**src/rtl/ddr_rbuf_ctl.sv**
```systemverilog
// Circular-buffer controller for the DDR read-return 1K x 36 dual-port RAM, with a 2-entry
// prefetch queue on the output side. Optional byte parity via DDR_RBUF_PARITY_EN.
module ddr_rbuf_ctl #(
    parameter int unsigned AW        = 10,
    parameter int unsigned AFULL_LVL = 1008
) (
    input  logic          clk,
    input  logic          rst_n,
    input  logic          flush,
    input  logic [35:0]   in_data,
    input  logic          in_valid,
    output logic          in_ready,
    output logic [35:0]   out_data,
    output logic          out_valid,
    input  logic          out_ready,
    output logic [AW:0]   level,
    output logic          afull,
    output logic          par_err,
    output logic [35:0]   bram_wd,
    output logic [AW-1:0] bram_aa,
    output logic          bram_ena,
    output logic          bram_wea,
    output logic [AW-1:0] bram_ab,
    output logic          bram_enb,
    input  logic [35:0]   bram_rdb
);

    logic [AW-1:0] wptr_q, rptr_q;
    logic [AW:0]   cnt_q, cnt_d;
    logic          inflight_q;
    logic [1:0]    qcnt_q, qcnt_d;
    logic [35:0]   q0_q, q0_d, q1_q, q1_d;
    logic          rdy_q;
    logic          push, pop, rd_iss;
    logic [1:0]    slots_used;

`ifdef DDR_RBUF_PARITY_EN
    function automatic logic [3:0] byte_par(input logic [31:0] d);
        return {^d[31:24], ^d[23:16], ^d[15:8], ^d[7:0]};
    endfunction
`endif

    assign in_ready  = rdy_q & ~flush;
    assign push      = in_valid & in_ready;
    assign out_valid = (qcnt_q != 2'd0);
    assign pop       = out_valid & out_ready;
    assign out_data  = q0_q;

    // A pop this cycle frees a queue slot for a read issued in the same cycle.
    assign slots_used = qcnt_q + {1'b0, inflight_q} - {1'b0, pop};
    assign rd_iss     = (cnt_q != '0) && (slots_used < 2'd2) && !flush;

    assign bram_ena = push;
    assign bram_wea = push;
    assign bram_aa  = wptr_q;
    assign bram_ab  = rptr_q;
    assign bram_enb = rd_iss;
`ifdef DDR_RBUF_PARITY_EN
    assign bram_wd  = {byte_par(in_data[31:0]), in_data[31:0]};
`else
    assign bram_wd  = in_data;
`endif

    assign level = cnt_q + {{AW{1'b0}}, inflight_q} + {{(AW-1){1'b0}}, qcnt_q};
    assign afull = (level >= (AW+1)'(AFULL_LVL));

    always_comb begin
        cnt_d = cnt_q;
        if (push && !rd_iss) begin
            cnt_d = cnt_q + (AW+1)'(1);
        end else if (rd_iss && !push) begin
            cnt_d = cnt_q - (AW+1)'(1);
        end
    end

    // Pop first, then append returning read data at the new tail.
    always_comb begin
        q0_d   = q0_q;
        q1_d   = q1_q;
        qcnt_d = qcnt_q;
        if (pop) begin
            q0_d   = q1_q;
            qcnt_d = qcnt_q - 2'd1;
        end
        if (inflight_q) begin
            if (qcnt_d == 2'd0) begin
                q0_d = bram_rdb;
            end else begin
                q1_d = bram_rdb;
            end
            qcnt_d = qcnt_d + 2'd1;
        end
    end

    always_ff @(posedge clk or negedge rst_n) begin
        if (!rst_n) begin
            wptr_q     <= '0;
            rptr_q     <= '0;
            cnt_q      <= '0;
            inflight_q <= 1'b0;
            qcnt_q     <= 2'd0;
            q0_q       <= '0;
            q1_q       <= '0;
            rdy_q      <= 1'b0;
        end else if (flush) begin
            wptr_q     <= '0;
            rptr_q     <= '0;
            cnt_q      <= '0;
            inflight_q <= 1'b0;
            qcnt_q     <= 2'd0;
            rdy_q      <= 1'b0;
        end else begin
            if (push) begin
                wptr_q <= wptr_q + AW'(1);
            end
            if (rd_iss) begin
                rptr_q <= rptr_q + AW'(1);
            end
            cnt_q      <= cnt_d;
            inflight_q <= rd_iss;
            qcnt_q     <= qcnt_d;
            q0_q       <= q0_d;
            q1_q       <= q1_d;
            rdy_q      <= !cnt_d[AW];
        end
    end

`ifdef DDR_RBUF_PARITY_EN
    logic par_err_q;

    always_ff @(posedge clk or negedge rst_n) begin
        if (!rst_n) begin
            par_err_q <= 1'b0;
        end else if (flush) begin
            par_err_q <= 1'b0;
        end else if (inflight_q && (byte_par(bram_rdb[31:0]) != bram_rdb[35:32])) begin
            par_err_q <= 1'b1;
        end
    end

    assign par_err = par_err_q;
`else
    assign par_err = 1'b0;
`endif

endmodule

```
**config.mk**
```make
export PLATFORM = sky130hd
export DESIGN_NAME = ddr_rbuf_ctl
export DESIGN_NICKNAME = d
export VERILOG_FILES = /design/src/rtl/ddr_rbuf_ctl.sv
export SDC_FILE = /design/constraint.sdc
export NUM_CORES = 1
export LEC_CHECK = 0
export CAP_MARGIN = 15
export CELL_PAD_IN_SITES_DETAIL_PLACEMENT = 1
export CELL_PAD_IN_SITES_GLOBAL_PLACEMENT = 1
export CORE_ASPECT_RATIO = 1.2
export CORE_MARGIN = 2
export CORE_UTILIZATION = 37
export DETAILED_ROUTE_END_ITERATION = 10
export PLACE_DENSITY_LB_ADDON = 0.1
export SLEW_MARGIN = 10
export SYNTH_ARGS = -nofsm -noshare
export SYNTH_HDL_FRONTEND = slang
export SYNTH_SLANG_ARGS = --single-unit
```
**constraint.sdc**
```tcl
create_clock -name clk -period 8.6 [get_ports clk]
set_input_delay 1.29 -clock clk [delete_from_list [all_inputs] [get_ports clk]]
set_output_delay 1.29 -clock clk [all_outputs]
set_load 0.02 [all_outputs]
```
Yosys cells after proc, flatten, opt, wreduce, memory -nomap -nowiden
Index checks and enable logic that the tools add are counted.

Word-level logic and storage cells: 56. Output and inout bits: 110. Flip-flop bits (word level): 107.

$add $sub $neg: 10. Multiplexer cells: 15. Bitwise logic cells: 5. Order comparisons: 2. Reduce and logical (&&, ||, !) cells: 15.

Operators by type and width (number): $mux W36 (3); $mux W10 (4); $mux W11 (3); $add A10 B1 Y10 const B (2); $add A11 B1 Y11 (1); $add A11 B1 Y11 const B (1); $add A11 B2 Y11 (1); $ge A11 B10 Y1 const B (1); $reduce_bool A11 Y1 (1); $sub A11 B1 Y11 const B (1); $mux W2 (3); $reduce_bool A2 Y1 (3); $logic_and A1 B1 Y1 (4); $logic_not A1 Y1 (4); $and A1 B1 Y1 (3); $reduce_and A3 Y1 (1); $reduce_bool A3 Y1 (1); $add A2 B1 Y2 (1); $add A2 B1 Y2 const B (1); $logic_not A2 Y1 (1); $lt A2 B2 Y1 const B (1); $mux W1 (2); $not A1 Y1 (2); $sub A2 B1 Y2 (1); $sub A2 B1 Y2 const B (1).

Longest topological paths before layout
Depth in word-level cells: 11. Depth in mapped cells: 14. Mapped depth without buffers: 12.

Worst setup path after synthesis
OpenSTA, ideal clock, no wires.

Path kind: input port to output port. Start: input port out_ready. End: output port bram_enb. Setup slack: 4.260 ns. Arrival time: 3.050 ns. Required time: 7.310 ns. Buffers on the path: 2. Cell stages on the path: 10. Path through: nand2b_1 -> inv_1 -> ha_1 -> inv_1 -> ha_1 -> xnor3_1 -> o41a_1 -> buf_6 -> buf_2 -> nor2b_1.

Cells in the longest elaborated chain, start to end: 5.

Ends and longest elaborated chain: start: declaration (line 15) `input logic out_ready,`; $and A1 B1 Y1 (line 46) `assign pop = out_valid & out_ready;`; $sub A2 B1 Y2 (line 50) `assign slots_used = qcnt_q + {1'b0, inflight_q} - {1'b0, pop};`; $lt A2 B2 Y1 (line 51) `assign rd_iss = (cnt_q != '0) && (slots_used < 2'd2) && !flush;`; $logic_and A1 B1 Y1 (2 in a row) (line 51); end: declaration (line 24) `output logic bram_enb,`.

No other way between the ends.

Worst setup path in the final report
Same ends and word-level chain as after synthesis.

==> metrics <==
pwr dens around 340 nW/um^2; Final GP Congestion approximately 0.77; final core occ 46.7%; FF-to-FF Start qcnt_q[1]; Yosys Warn Count 0; Clk Latency, worst-skew pair 0.36 ns; post-synthesis instance area roughly 5400 um^2; Area Overhead vs Synth 23.1%; final instance area 6700 um^2; FF-to-FF setup slack 5.14 ns; grt total ovfl 0; ANT nets after route 0; Hold Buf Count CTS 0; Final Non-Filler Cells roughly 750; Area after DPL between 6000 and 7000 um^2; Max clock buf depth 2; distinct cell type count of the synthesized netlist 45; initial antenna violation count 0; Rel. slew slack 31.2%; routed wire length 13.7 mm; antenna cells 0; Floorplan Core Area 14400 um^2; Setup WS post-layout 3.54 ns; number of synthesized flops with an enable pin 0; HPWL after DPL between 8 and 9 mm; DR vias 4034; r2r endpoint out_data[27]; starting DRC count in detailed routing 125; Final Hold Fails 0; Initial DRT Pass Iterations 4; GR Util All Layers a little under a fifth; Period Utilization, post-route 58.8%; Gate Count Post-Synth 515; final hold slack 0.484 ns; crit path max fanout 4; Crit path depth 10; Worst Setup Path Type primary input to output pin; setup repair bufs after CTS 0; CP top delay family buffers and inverters; CP max stage delay 0.63 ns; Root Buffer clkbuf_16; # setup viols final 0; total power 2.29 mW; most frequent cell after synthesis dfrtp_1; share of cells above drive strength 1 11.1%; hold depth 2; sequential area share after synthesis 49.2%; synth top area cells dfrtp_1 49%, mux2_2 7.5%, buf_4 5.2%; # IOs 187; IO buf count ~110; DR WL/cell between 15 and 20 um; worst-path cell chain clkdlybuf4s50_1, nand2b_1, inv_1, ha_1, inv_1, ha_1, xnor3_1, o41a_1, nor2b_1, clkdlybuf4s50_1; Worst IR Drop VDD 142 uV; cts bufs inserted 9; syn_nets about 600; Required @ worst endpoint 7.31 ns; Setup TNS Final 0 ns; FMAX 198 MHz; share of Yosys cell area claimed by the top area cell type a little under 50%; Clock Pin Slew Worst Setup and Hold Paths 0.07 ns; Most used DFF post-synth dfrtp_1; largest area contributor in the netlist dfrtp_1; CP max stage cell clkdlybuf4s50_1; clk sinks 107; die width 115 um; worst hold path class flip-flop to flip-flop; Final Max Tran Viols 0; CP Capture Type output pin; H-tree depth 3; commonest cells in the synthesized netlist 107 x dfrtp_1, 45 x nand2_1, 38 x buf_4; Period minus WS final 5.06 ns; layout net count approximately 660; Leak 2.89 nW; pre-CTS setup slack around 3.5 ns; first-pass GRT wire length 21.9 mm; Layout Skew 0.00782 ns; Hold EP out_data[29]; ys async rst share 100%; Slew @ Worst Pin 1.03 ns; CP Buf/Inv Count 4; DIE HEIGHT 137 um; RSZ-0062 raised after global routing no; post_cts resized 0; critical path startpoint category primary input; min-delay src out_data[29]; largest net degree at the start of global routing 80; effective utilization at floorplan a little under two fifths; status completed; vias in the first global route roughly 4200; max_cap viols 0; flops & latches, synth roughly 110; Die ar. 15700 um^2; DRC Markers 0; syn avg cell area 10.6 um^2; CTS tree yes; Via density 5.36; row count 48; placed insts 738; worst reg2reg path depth 10; Arr. time, crit path 3.77 ns
==> flip-flops by register name, summed over array words and instances, names as in the netlist <==
register and count:
qcnt_q 2, bram_aa 10, bram_ab 10, inflight_q 1
rdy_q 1, out_data 36, cnt_q 11, q1_q 36
==> cell type report <==
type	instances	area [um^2]
clock buffers	10	229
clock inverters	5	62.6
fillers	1556	7660
inverters	13	48.8
multi-input cells	326	2310
flip-flops and latches	107	2680
well taps	175	219
repair buffers	117	1150
==> cells by family (layout without fill, tap and decap cells) <==
logic type      Yosys count  in the layout  synth area share, %
compound gates           83             83                 9.76
xor+xnor                 33             33                 5.57
fa+ha+maj                11             11                 2.81
buf+inv                  82            145                 8.81
flops                   107            107                 49.2
mux                      51             51                 10.4
other cells               1              1               0.0690
simple gates            147            147                 13.3
==> layer usage <==
metal / vias to the layer above / wire [um] / track usage, %
li1: 1857 / - / -
met3: 14 / 767 / 5.45
met5: - / 0 / 0
met1: 2052 / 5990 / 22.5
met2: 111 / 6680 / 29.8
met4: 0 / 230 / 5.96
==> worst max path at each step <==
stage | startpoint | endpoint | slack [ns]
after floorplan | out_ready | bram_enb | 4.26
after global placement | out_ready | bram_enb | 3.57
after detailed placement | out_ready | bram_enb | 3.52
after CTS | out_ready | bram_enb | 3.51
after global routing | out_ready | bram_enb | 3.37
final | out_ready | bram_enb | 3.54
==> where the power goes <==
part           internal [mW]  switching [mW]  total [mW]
combinational          0.495           0.540        1.03
sequential             0.693           0.135       0.827
clock                  0.227           0.197       0.424
total                   1.41           0.872        2.29
==> cell usage in the layout, fill, tap and decap left out, drive strengths merged, types with 12 or more instances in the layout <==
| cell type | n |
|---|---|
| a22oi | 36 |
| clkdlybuf4s50 | 111 |
| dfrtp | 107 |
| inv | 15 |
| mux2 | 39 |
| mux2i | 12 |
| nand2 | 45 |
| nand3 | 15 |
| nor2 | 36 |
| o21ai | 37 |
| xnor2 | 15 |
| xor2 | 17 |
==> worst register-to-register path: cells and delay by family (launching register included) <==
family | cells | cell delay [ns]
buffers and inverters | 2 | 0.23
DFF | 1 | 0.42
AOI/OAI and AO/OA | 2 | 0.43
and+or+nand+nor | 3 | 1.58
adders and majority gates | 3 | 0.72
(Power assumes the default switching activity.)
